**config.mk**
```make
export PLATFORM = sky130hd
export DESIGN_NAME = seq_binary_to_bcd
export DESIGN_NICKNAME = d
export VERILOG_FILES = /design/src/rtl/seq_binary_to_bcd.sv
export SDC_FILE = /design/constraint.sdc
export NUM_CORES = 1
export LEC_CHECK = 0
export CAP_MARGIN = 20
export CORE_ASPECT_RATIO = 0.7
export CORE_MARGIN = 2
export CORE_UTILIZATION = 35
export DETAILED_ROUTE_END_ITERATION = 16
export GPL_ROUTABILITY_DRIVEN = 0
export SKIP_LAST_GASP = 1
export SYNTH_ARGS = -nofsm -noshare
export SYNTH_HDL_FRONTEND = slang
export SYNTH_SLANG_ARGS = --single-unit
```
**constraint.sdc**
```tcl
create_clock -name clk -period 2.1 [get_ports clk]
set_input_delay 0.63 -clock clk [delete_from_list [all_inputs] [get_ports clk]]
set_output_delay 0.63 -clock clk [all_outputs]
set_load 0.01 [all_outputs]
```
**src/rtl/seq_binary_to_bcd.sv**
```systemverilog
// seq_binary_to_bcd: iterative shift-and-add-3 binary-to-BCD converter with start/done handshake.
// Optional BCD_BLANK_EN adds the registered leading-zero blanking output digit_blank.
module seq_binary_to_bcd #(
    parameter int BIN_WIDTH = 8,
    parameter int DIGITS    = 3
) (
    input  logic                  clk,
    input  logic                  reset,
    input  logic                  start,
    input  logic [BIN_WIDTH-1:0]  binary,
    output logic                  busy,
    output logic                  done,
    output logic [4*DIGITS-1:0]   bcd,
    output logic                  overflow
`ifdef BCD_BLANK_EN
    ,
    output logic [DIGITS-1:0]     digit_blank
`endif
);
    localparam int CW = $clog2(BIN_WIDTH + 1);
    localparam int BW = 4 * DIGITS;
    typedef enum logic {IDLE, SHIFT} state_t;
    state_t               state;
    logic [BIN_WIDTH-1:0] shift;
    logic [BW-1:0]        digits, adj, digits_next;
    logic [CW-1:0]        count;
    logic                 ovf, ovf_next;
    always_comb begin
        adj = digits;
        for (int k = 0; k < DIGITS; k++)
            adj[4*k +: 4] = digits[4*k +: 4] >= 4'd5 ? digits[4*k +: 4] + 4'd3 : digits[4*k +: 4];
    end
    // The bit leaving the top digit means the value no longer fits; it stays sticky.
    assign digits_next = {adj[BW-2:0], shift[BIN_WIDTH-1]};
    assign ovf_next    = ovf | adj[BW-1];
    assign busy        = state == SHIFT;
`ifdef BCD_BLANK_EN
    localparam logic [DIGITS-1:0] BLANK_RST = {DIGITS{1'b1}} << 1;
    logic [DIGITS-1:0] blank_next;
    logic              zero_above;
    always_comb begin
        blank_next = '0;
        zero_above = 1'b1;
        for (int k = DIGITS - 1; k >= 1; k--) begin
            zero_above    = zero_above & (digits_next[4*k +: 4] == 4'd0);
            blank_next[k] = zero_above & ~ovf_next;
        end
    end
`endif
    always_ff @(posedge clk or posedge reset) begin
        if (reset) begin
            state    <= IDLE;
            shift    <= '0;
            digits   <= '0;
            count    <= '0;
            ovf      <= 1'b0;
            done     <= 1'b0;
            bcd      <= '0;
            overflow <= 1'b0;
`ifdef BCD_BLANK_EN
            digit_blank <= BLANK_RST;
`endif
        end else begin
            done <= 1'b0;
            if (state == IDLE) begin
                if (start) begin
                    shift  <= binary;
                    digits <= '0;
                    ovf    <= 1'b0;
                    count  <= CW'(BIN_WIDTH);
                    state  <= SHIFT;
                end
            end else begin
                shift  <= shift << 1;
                digits <= digits_next;
                ovf    <= ovf_next;
                count  <= count - CW'(1);
                if (count == CW'(1)) begin
                    bcd      <= ovf_next ? {DIGITS{4'h9}} : digits_next;
                    overflow <= ovf_next;
                    done     <= 1'b1;
                    state    <= IDLE;
`ifdef BCD_BLANK_EN
                    digit_blank <= blank_next;
`endif
                end
            end
        end
    end
endmodule

```
==> flow_summary.yaml <==
run_status:
  status: "finished, final reports clean"
final_layout:
  fin_util_pct: 45.27
  fin_cells: 287
  design_area_um2: 2417
  drive_gt1_share_pct: 10.23
  multiInputGateArea_um2: 894.6
  layout.nets: 233
  syn_to_final_growth_pct: 22.67
  regArea_um2: 1001
  num-fill-cells: 520
  antennaDiodeCount: 0
setup_path:
  cp_top_family: "buffers and inverters"
  cp.depth: 1
  cp_max_fo: 2
  cp_slowest_cell: "clkdlybuf4s50_1"
  r2r_cells: 6
  r2r-start: "digits[9]"
  setup.worst_path.end: "bcd[3]"
  rrSetupSlack_ns: 0.29
  cp.required_ns: 1.47
  crit_type: "reg -> out"
  cpPeakStageDelay_ns: 0.55
  crit_start: "bcd[3]"
  startpoint_type: "register"
  crit_path_end_kind: "primary output"
  r2r-end: "bcd[7]"
  worstPathArrival_ns: 1.18
  path_cells: "clkdlybuf4s50_1"
  cp_num_buf_inv: 1
floorplanning:
  core_area_um2: 5340
  fp.dieArea_um2: 6256
  start_util_pct: 36.90
  core.rowCount: 22
  die_height_um: 66.78
  die_x_um: 93.69
  floorplan.io_pins: 26
synth:
  ys_ff_latch: 40
  avgSynthCellArea_um2: 10.65
  syn-num-nets: 204
  yosysTopAreaCell: "dfrtp_1"
  synth-edff-count: 0
  synth-seq-area-share_pct: 50.79
  syn_inst: 185
  synth_common_cells: "dfrtp_1 (40), nand2_1 (24), mux2i_1 (18)"
  synth_area_leaders: "dfrtp_1 (51%), mux2i_1 (9.1%), ha_1 (5.1%), nand2_1 (4.6%), a21oi_1 (2.8%)"
  syn-cell-area_um2: 1971
  synth_most_common_cell: "dfrtp_1"
  yosysTopAreaCellShare_pct: 50.79
  ys_types: 31
  synthArstFlopShare_pct: 100.0
  synth_ff_type: "dfrtp_1"
  ys_warn_count: 0
timing:
  rsz0062_at_grt: "no"
  finalCriticalPeriod_ns: 1.812
  hold_slack_ns: 0.4825
  final_max_slew_viol_count: 0
  period_share_pct: 86.28
  fin_setup_tns_ns: 0
  max_slew.worst_pin.slew_ns: 0.5103
  max_freq_mhz: 551.9
  relSlewSlack_pct: 65.87
  fin_skew_ns: 0.004512
  hold_viol: 0
  setup_viol: 0
clocking:
  clock-sinks: 40
  cts_buffers: 5
  cts_hold_buffers: 0
  clockRootBuffer: "clkbuf_8"
  htreeDepth: 2
  post_cts_buffers: 0
  cts_resized: 0
  clkTransAtPathRegs_ns: 0.07
  cts_tree: "built"
  clk_latency_ns: 0.29
  clock_path_buffers: 2
global_route:
  first_global_vias: 1324
  antenna_found_initial: 0
  track_usage_pct: 13.34
  grt-ovfl-total: 0
  grt_pass1_wl_um: 6341
  grt_max_degree: 41
detailed_routing:
  drc: 0
  ant_nets: 0
  drtIter0Drc: 53
  vias: 1376
  avgRoutedWirePerCell_um: 12.92
  wl_um: 3708
  via_per_inst: 4.794
  first_pass_iters: 4
hold_path:
  hp-class: "reg -> reg"
placement:
  place_area_um2: 2327
  portBuffers: 25
  dp_hpwl_um: 2567
  dp_cells: 279
pwr:
  sequentialPowerShare_pct: 38.4
  power_density_nw_per_um2: 1434
  clkPwrFrac_pct: 15.1
  switching_share_pct: 38.31
  intPower_uw: 2138
  netSwitchingPower_uw: 1327
  p_leak_uw: 0.001100
  max-vdd-ir-drop_mv: 0.5456
  combPwrFrac_pct: 46.5
run:
  drv_cap: 0
-- placed cells by master (no fill, tap or decap), drive strengths merged --
master	instances
a211o	1
a21o	2
dfrtp	40
a31oi	5
nor2b	1
o22a	1
nor3b	7
xnor2	3
mux2	3
a211oi	1
mux2i	18
clkdlybuf4s50	25
o31ai	6
inv	10
nand2b	4
nor2	11
a21oi	11
a31o	2
nand2	24
ha	8
nand4bb	1
or3	1
buf	5
nor3	1
and2	2
clkinv	1
clkbuf	8
o21ai	13
-- state kept, by name (all words and copies together) (netlist names) --
register	flops
bcd	12
count	4
overflow	1
ovf	1
busy	1
done	1
digits	12
shift	8
-- how the worst min path moves through the flow --
| stage | from | end | slack, ns | depth (start not counted) |
|---|---|---|---|---|
| 6_report | shift[3] | shift[4] | 0.48 | 2 |
| 2_1_floorplan | shift[4] | shift[5] | 0.45 | 2 |
| 3_5_place_dp | shift[1] | shift[2] | 0.47 | 2 |
| 3_3_place_gp | shift[1] | shift[2] | 0.46 | 2 |
| 5_1_grt | shift[0] | shift[1] | 0.52 | 2 |
| 4_1_cts | shift[1] | shift[2] | 0.49 | 2 |
-- cell families after synthesis --
kind of cell | share of synthesized area (%)
AO/OA/AOI/OAI | 15.17
XOR/XNOR | 1.334
adder cells (fa/ha/maj) | 5.080
buffers and inverters | 3.809
flip-flops | 50.79
multiplexers | 10.86
AND/OR/NAND/NOR | 12.95
-- tightest hold or removal path, cell delays in order (launching register included) --
cell and delay [ns]:
dfrtp_1 0.34, nand2_1 0.05, o21ai_0 0.06
-- through the flow --
step / power [uW] / setup slack, ns
global route: 3779 / 0.1265
global placement: 2943 / 0.1660
floorplan: 2453 / 0.5154
detailed placement: 2969 / 0.1720
finish: 3465 / 0.2882
CTS: 3511 / 0.2677
-- per-layer routing --
layer  routed length, um  up-vias  share of wire (%)  track usage [%]
li1                    -      700                  -                -
met1                2059      645                 56            19.20
met2                1464       23                 39            19.29
met3                 141        8                3.8            3.733
met4                  44        0                1.2            4.348
met5                   0        -                  0                0
-- cell type report --
cell class                      count  area share (%)
Inverter                           11           1.708
Sequential cell                    40           41.41
Multi-Input combinational cell    126           37.01
Clock buffer                        8           3.727
Timing Repair Buffer               30           12.42
Tap cell                           72           3.727
-- power groups by stage --
stage	Combinational, uW	Sequential, uW	Clock, uW
2_1_floorplan	1100	1350	0
3_3_place_gp	1600	1340	0
3_5_place_dp	1620	1340	0
4_1_cts	1630	1330	548
5_1_grt	1810	1380	588
6_report	1610	1330	523
(Power assumes the default switching activity.)
